<file path="config.mk">
export PLATFORM = sky130hd
export DESIGN_NAME = div16by8_r4_seq
export DESIGN_NICKNAME = d
export VERILOG_FILES = /design/src/rtl/div_pkg.sv /design/src/rtl/div_r4_step.sv /design/src/rtl/div16by8_r4_seq.sv
export SDC_FILE = /design/constraint.sdc
export NUM_CORES = 1
export LEC_CHECK = 0
export ABC_AREA = 1
export CORE_ASPECT_RATIO = 1.5
export CORE_UTILIZATION = 54
export CTS_CLUSTER_SIZE = 14
export DETAILED_ROUTE_END_ITERATION = 10
export DONT_BUFFER_PORTS = 1
export PLACE_DENSITY = 0.76
export SLEW_MARGIN = 10
export SYNTH_ARGS = -nofsm -noshare
export SYNTH_HDL_FRONTEND = slang
export SYNTH_HIERARCHICAL = 1
export SYNTH_SLANG_ARGS = --single-unit
export TNS_END_PERCENT = 50
</file>
<file path="constraint.sdc">
create_clock -name clk -period 5.1 [get_ports clk]
set_input_delay 1.02 -clock clk [delete_from_list [all_inputs] [get_ports clk]]
set_output_delay 1.02 -clock clk [all_outputs]
set_load 0.01 [all_outputs]
</file>
<file path="src/rtl/div_pkg.sv">
// Shared types and constants for the radix-4 sequential divider.
package div_pkg;

    // Controller states: accept operands, iterate digits, hold the result.
    typedef enum logic [1:0] {
        IDLE = 2'd0,
        RUN  = 2'd1,
        DONE = 2'd2
    } state_t;

    // Default divisor / quotient / remainder width.
    localparam int DIV_W_DEFAULT = 8;

    // Step-counter width for the default width: holds 0 .. W/2-1.
    localparam int DIV_CNT_W = $clog2(DIV_W_DEFAULT / 2) + 1;

    // Step-counter width for an arbitrary (even, >= 4) width.
    function automatic int cnt_width(input int w);
        return $clog2(w / 2) + 1;
    endfunction

endpackage

</file>
<file path="src/rtl/div_r4_step.sv">
// One radix-4 restoring division step: picks the largest digit q in 0..3
// with R' - q*d >= 0 and returns the reduced partial remainder.
module div_r4_step #(
    parameter int W = 8
) (
    input  logic [W+1:0] r_shift,   // R' = {R, next two dividend bits}
    input  logic [W-1:0] d,         // divisor
    output logic [1:0]   q,         // selected quotient digit
    output logic [W-1:0] r_next     // R' - q*d, always < d so W bits suffice
);
    logic [W+1:0] d1;
    logic [W+1:0] d2;
    logic [W+1:0] d3;
    logic [W+1:0] dsel;

    // Trial multiples of d (3d < 4*2^W fits in W+2 bits); each trial
    // subtraction is non-negative exactly when R' >= q*d, so the digit is
    // chosen by comparison and only the winning difference is formed.
    always_comb begin
        d1   = {2'b00, d};
        d2   = {1'b0, d, 1'b0};
        d3   = d1 + d2;
        q    = 2'd0;
        dsel = '0;
        if (r_shift >= d3) begin
            q    = 2'd3;
            dsel = d3;
        end else if (r_shift >= d2) begin
            q    = 2'd2;
            dsel = d2;
        end else if (r_shift >= d1) begin
            q    = 2'd1;
            dsel = d1;
        end
        r_next = W'(r_shift - dsel);
    end

endmodule

</file>
<file path="src/rtl/div16by8_r4_seq.sv">
// Sequential unsigned 2W/W divider, radix-4 restoring, two quotient bits
// per cycle, with valid/ready handshakes on the operand and result sides.
module div16by8_r4_seq
    import div_pkg::*;
#(
    parameter int W = DIV_W_DEFAULT
) (
    input  logic           clk,
    input  logic           rst_n,
    input  logic           in_valid,
    output logic           in_ready,
    input  logic [2*W-1:0] dividend,
    input  logic [W-1:0]   divisor,
    output logic           out_valid,
    input  logic           out_ready,
    output logic [W-1:0]   quotient,
    output logic [W-1:0]   remainder,
    output logic           div_by_zero,
    output logic           overflow
);
    localparam int CNT_W = cnt_width(W);
    localparam logic [CNT_W-1:0] LAST_STEP = CNT_W'(W / 2 - 1);

    state_t           state_q, state_d;
    logic [W-1:0]     r_q, r_d;        // partial remainder (always < divisor)
    logic [W-1:0]     lo_q, lo_d;      // unconsumed low dividend bits, MSB first
    logic [W-1:0]     d_q, d_d;        // latched divisor
    logic [W-1:0]     quo_q, quo_d;
    logic [W-1:0]     rem_q, rem_d;
    logic             dbz_q, dbz_d;
    logic             ovf_q, ovf_d;
    logic [CNT_W-1:0] cnt_q, cnt_d;

    logic [W+1:0]     step_r_shift;
    logic [1:0]       step_q;
    logic [W-1:0]     step_r_next;

    assign step_r_shift = {r_q, lo_q[W-1:W-2]};

    div_r4_step #(.W(W)) u_step (
        .r_shift (step_r_shift),
        .d       (d_q),
        .q       (step_q),
        .r_next  (step_r_next)
    );

    assign in_ready    = (state_q == IDLE);
    assign out_valid   = (state_q == DONE);
    assign quotient    = quo_q;
    assign remainder   = rem_q;
    assign div_by_zero = dbz_q;
    assign overflow    = ovf_q;

    // Next-state and datapath update: accept/classify, iterate, hand off.
    always_comb begin
        state_d = state_q;
        r_d     = r_q;
        lo_d    = lo_q;
        d_d     = d_q;
        quo_d   = quo_q;
        rem_d   = rem_q;
        dbz_d   = dbz_q;
        ovf_d   = ovf_q;
        cnt_d   = cnt_q;
        unique case (state_q)
            IDLE: begin
                if (in_valid) begin
                    d_d = divisor;
                    if (divisor == '0) begin
                        // Divide by zero: saturated quotient, low half passes through.
                        quo_d   = '1;
                        rem_d   = dividend[W-1:0];
                        dbz_d   = 1'b1;
                        ovf_d   = 1'b0;
                        state_d = DONE;
                    end else if (dividend[2*W-1:W] >= divisor) begin
                        // Quotient would need more than W bits.
                        quo_d   = '1;
                        rem_d   = '0;
                        dbz_d   = 1'b0;
                        ovf_d   = 1'b1;
                        state_d = DONE;
                    end else begin
                        r_d     = dividend[2*W-1:W];
                        lo_d    = dividend[W-1:0];
                        quo_d   = '0;
                        rem_d   = '0;
                        cnt_d   = '0;
                        dbz_d   = 1'b0;
                        ovf_d   = 1'b0;
                        state_d = RUN;
                    end
                end
            end
            RUN: begin
                r_d   = step_r_next;
                lo_d  = {lo_q[W-3:0], 2'b00};
                quo_d = {quo_q[W-3:0], step_q};
                cnt_d = cnt_q + 1'b1;
                if (cnt_q == LAST_STEP) begin
                    rem_d   = step_r_next;
                    state_d = DONE;
                end
            end
            DONE: begin
                if (out_ready) begin
                    state_d = IDLE;
                end
            end
            default: state_d = IDLE;
        endcase
    end

    // State and datapath registers; reset aborts any operation in flight.
    always_ff @(posedge clk or negedge rst_n) begin
        if (!rst_n) begin
            state_q <= IDLE;
            r_q     <= '0;
            lo_q    <= '0;
            d_q     <= '0;
            quo_q   <= '0;
            rem_q   <= '0;
            dbz_q   <= 1'b0;
            ovf_q   <= 1'b0;
            cnt_q   <= '0;
        end else begin
            state_q <= state_d;
            r_q     <= r_d;
            lo_q    <= lo_d;
            d_q     <= d_d;
            quo_q   <= quo_d;
            rem_q   <= rem_d;
            dbz_q   <= dbz_d;
            ovf_q   <= ovf_d;
            cnt_q   <= cnt_d;
        end
    end

endmodule
</file>
==> results.sh <==
export IMPL_drc=0
export IMPL_avgSynthCellArea_um2=7.27
export IMPL_grt_start_max_net_pins=48
export IMPL_status="completed"
export IMPL_area_growth_pct=4.64
export IMPL_drt_iter0_markers=173
export IMPL_drt_pass1_iter_count=5
export IMPL_cts_buffers=5
export IMPL_drv_slew=0
export IMPL_post_cts_resize_count=0
export IMPL_grt_pass1_wl_um=16100
export IMPL_period_minus_slack_ns=4.41
export IMPL_final_cells=640
export IMPL_cts_tree="done"
export IMPL_num_antenna_cells=0
export IMPL_die_h_um=107
export IMPL_maxCapViolCount=0
export IMPL_cts_hold_buf=0
export IMPL_row_count=37
export IMPL_layout_drive_gt1_share=0.0902
export IMPL_vias_per_cell=5.44
export IMPL_clock_fmax_mhz=227
export IMPL_grt_overflow=0
export IMPL_wirelength_um=9510
export IMPL_die_x_um=71.9
export IMPL_pin_count=48
export IMPL_core_area_mm2=0.00699
export IMPL_die_area_mm2=0.00769
export IMPL_synthesis_nets=625
export IMPL_synth_area_mm2=0.00396
export IMPL_ys_seq_area_frac=0.297
export IMPL_clock_tree_buffer_depth=2
export IMPL_initial_core_util=0.566
export IMPL_tightest_slew_ns=0.512
export IMPL_period_share=0.865
export IMPL_critPathKind="flop to flop"
export IMPL_slew_headroom=0.658
export IMPL_required_ns=5.34
export IMPL_wl_per_cell_um=14.9
export IMPL_antenna_found_initial=0
export IMPL_cts_reportedPaths_clkPinSlew_ns=0.09
export IMPL_place_inst=632
export IMPL_cts_sinks=47
export IMPL_finalSetupTns_ns=0
export IMPL_ys_warn_count=6
export IMPL_clk_latency_ns=0.30
export IMPL_start_kind="flop"
export IMPL_hold_viol=0
export IMPL_hold_path_class="primary input to async pin"
export IMPL_worstPathArrival_ns=4.65
export IMPL_place_area_mm2=0.00402
export IMPL_vias=3484
export IMPL_port_buffers=0
export IMPL_grt_pass1_vias=3574
export IMPL_postCtsSetupBuffers=0
export IMPL_crit_path_end_kind="flop"
export IMPL_ys_types=40
export IMPL_netlist_instances=545
export IMPL_ant_nets=0
export IMPL_gp_congestion=1.09
export IMPL_fillers=643
export IMPL_layout_common_cells="nand2_1, inv_1, ha_1, dfrtp_1, nand3_1"
export IMPL_path_max_fanout=6
export IMPL_grt_usage=0.272
export IMPL_final_common_cell="nand2_1"
export IMPL_finalInstanceArea_mm2=0.00414
export IMPL_htree_levels=2
export IMPL_nNetsFinal=622
export IMPL_skew_ns=0.0120
export IMPL_finalSetupViolations=0
export IMPL_hpwl_um=7640
export IMPL_ys_seq_elements=47
export IMPL_cts_root_buf="clkbuf_8"
export IMPL_rsz0062_at_grt="no"
worst max-delay path, cell delays in order (launching register included):
cell	delay, ns
dfrtp_1	0.46
ha_1	0.23
inv_1	0.06
fa_1	0.40
inv_1	0.10
nand4_2	0.11
nand3_2	0.13
a21oi_1	0.09
ha_1	0.33
nand2_1	0.08
nor2_1	0.16
o211ai_1	0.16
nand3_1	0.15
nor2_4	0.07
a21boi_0	0.22
ha_1	0.19
inv_1	0.06
fa_1	0.39
nand3_1	0.09
nand2_1	0.09
nand2_1	0.08
nand2_1	0.05
a21oi_1	0.15
xnor2_1	0.14
nand2_1	0.11
nand2_1	0.10
nand3_1	0.07
nand2_1	0.08
synth_stat cells:
cell / number / area (um^2)
nand2_2: 5 / 31.3
o211ai_2: 1 / 12.5
buf_2: 5 / 25.0
nor2_8: 1 / 20.0
nand3_4: 1 / 17.5
xnor2_1: 1 / 8.76
nor2_1: 26 / 97.6
nand3_2: 5 / 50.1
xor2_1: 9 / 78.8
a21oi_2: 1 / 8.76
or2_2: 3 / 18.8
xor2_2: 2 / 32.5
inv_2: 7 / 26.3
ha_1: 50 / 626
fa_1: 2 / 40.0
o311ai_1: 1 / 8.76
nand3_1: 40 / 200
dfrtp_1: 47 / 1180
inv_6: 1 / 8.76
nor3_1: 3 / 15.0
nand4_1: 4 / 25.0
o21a_1: 1 / 7.51
a21oi_1: 16 / 80.1
o21ai_1: 10 / 50.1
buf_6: 1 / 11.3
a31oi_1: 9 / 56.3
nand2_1: 197 / 739
nand2_4: 2 / 22.5
a21boi_0: 2 / 15.0
inv_1: 59 / 221
nor2_4: 4 / 45.0
or2_1: 1 / 6.26
nor2_2: 4 / 25.0
clkbuf_1: 2 / 7.51
nand4_2: 2 / 25.0
a21o_1: 2 / 15.0
o21ai_0: 13 / 65.1
buf_4: 2 / 15.0
o21ai_2: 2 / 17.5
o211ai_1: 1 / 7.51
per-stage QoR:
step,worst slack [ns],utilization,hold WS [ns]
floorplan,1.32,-,0.442
global placement,0.829,0.575,0.455
detailed placement,0.726,0.575,0.459
CTS,0.692,0.593,0.387
global route,0.246,0.593,0.380
finish,0.688,0.593,0.396
metal layers:
metal | share of wire | vias up | track usage
li1 | - | 1743 | -
met1 | 0.41 | 1612 | 0.316
met2 | 0.51 | 94 | 0.478
met3 | 0.031 | 35 | 0.0301
met4 | 0.050 | 0 | 0.155
met5 | 0 | - | 0
worst paths after layout:
| path | from | end | slack [ns] | cells past startpoint |
|---|---|---|---|---|
| worst min register to register | lo_q[5] | lo_q[5] | 0.48 | 2 |
| min in group clk | lo_q[5] | lo_q[5] | 0.48 | 2 |
| max in group asynchronous | rst_n | d_q[6] | 4.61 | 0 |
| worst min-delay path | rst_n | quotient[7] | 0.40 | 0 |
| worst max-delay path | d_q[0] | r_q[6] | 0.69 | 27 |
| worst max register to register | d_q[0] | r_q[6] | 0.69 | 27 |
area by class of cell:
type / instances / area, um^2 / area share
Clock inverter: 2 / 38.8 / 0.00936
Multi-Input combinational cell: 421 / 2470 / 0.596
Sequential cell: 47 / 1180 / 0.284
Inverter: 67 / 256 / 0.0619
Clock buffer: 6 / 82.6 / 0.0199
Tap cell: 97 / 121 / 0.0293
state kept, by name (all words and copies together) (netlist names):
register	cells
d_q	8
lo_q	8
quotient	8
r_q	8
remainder	8
cnt_q	3
state_q	2
div_by_zero	1
overflow	1
cell families (layout without fill, tap and decap cells):
logic type | count (synthesis) | after routing | synth area share
buf+inv | 77 | 75 | 0.0796
simple gates | 298 | 298 | 0.338
fa+ha+maj | 52 | 52 | 0.168
flops | 47 | 47 | 0.297
xor+xnor | 12 | 12 | 0.0303
compound gates | 59 | 59 | 0.0869
Power is not shown: default switching activity piles up to over one toggle a cycle in this logic, so the estimate is an artifact.
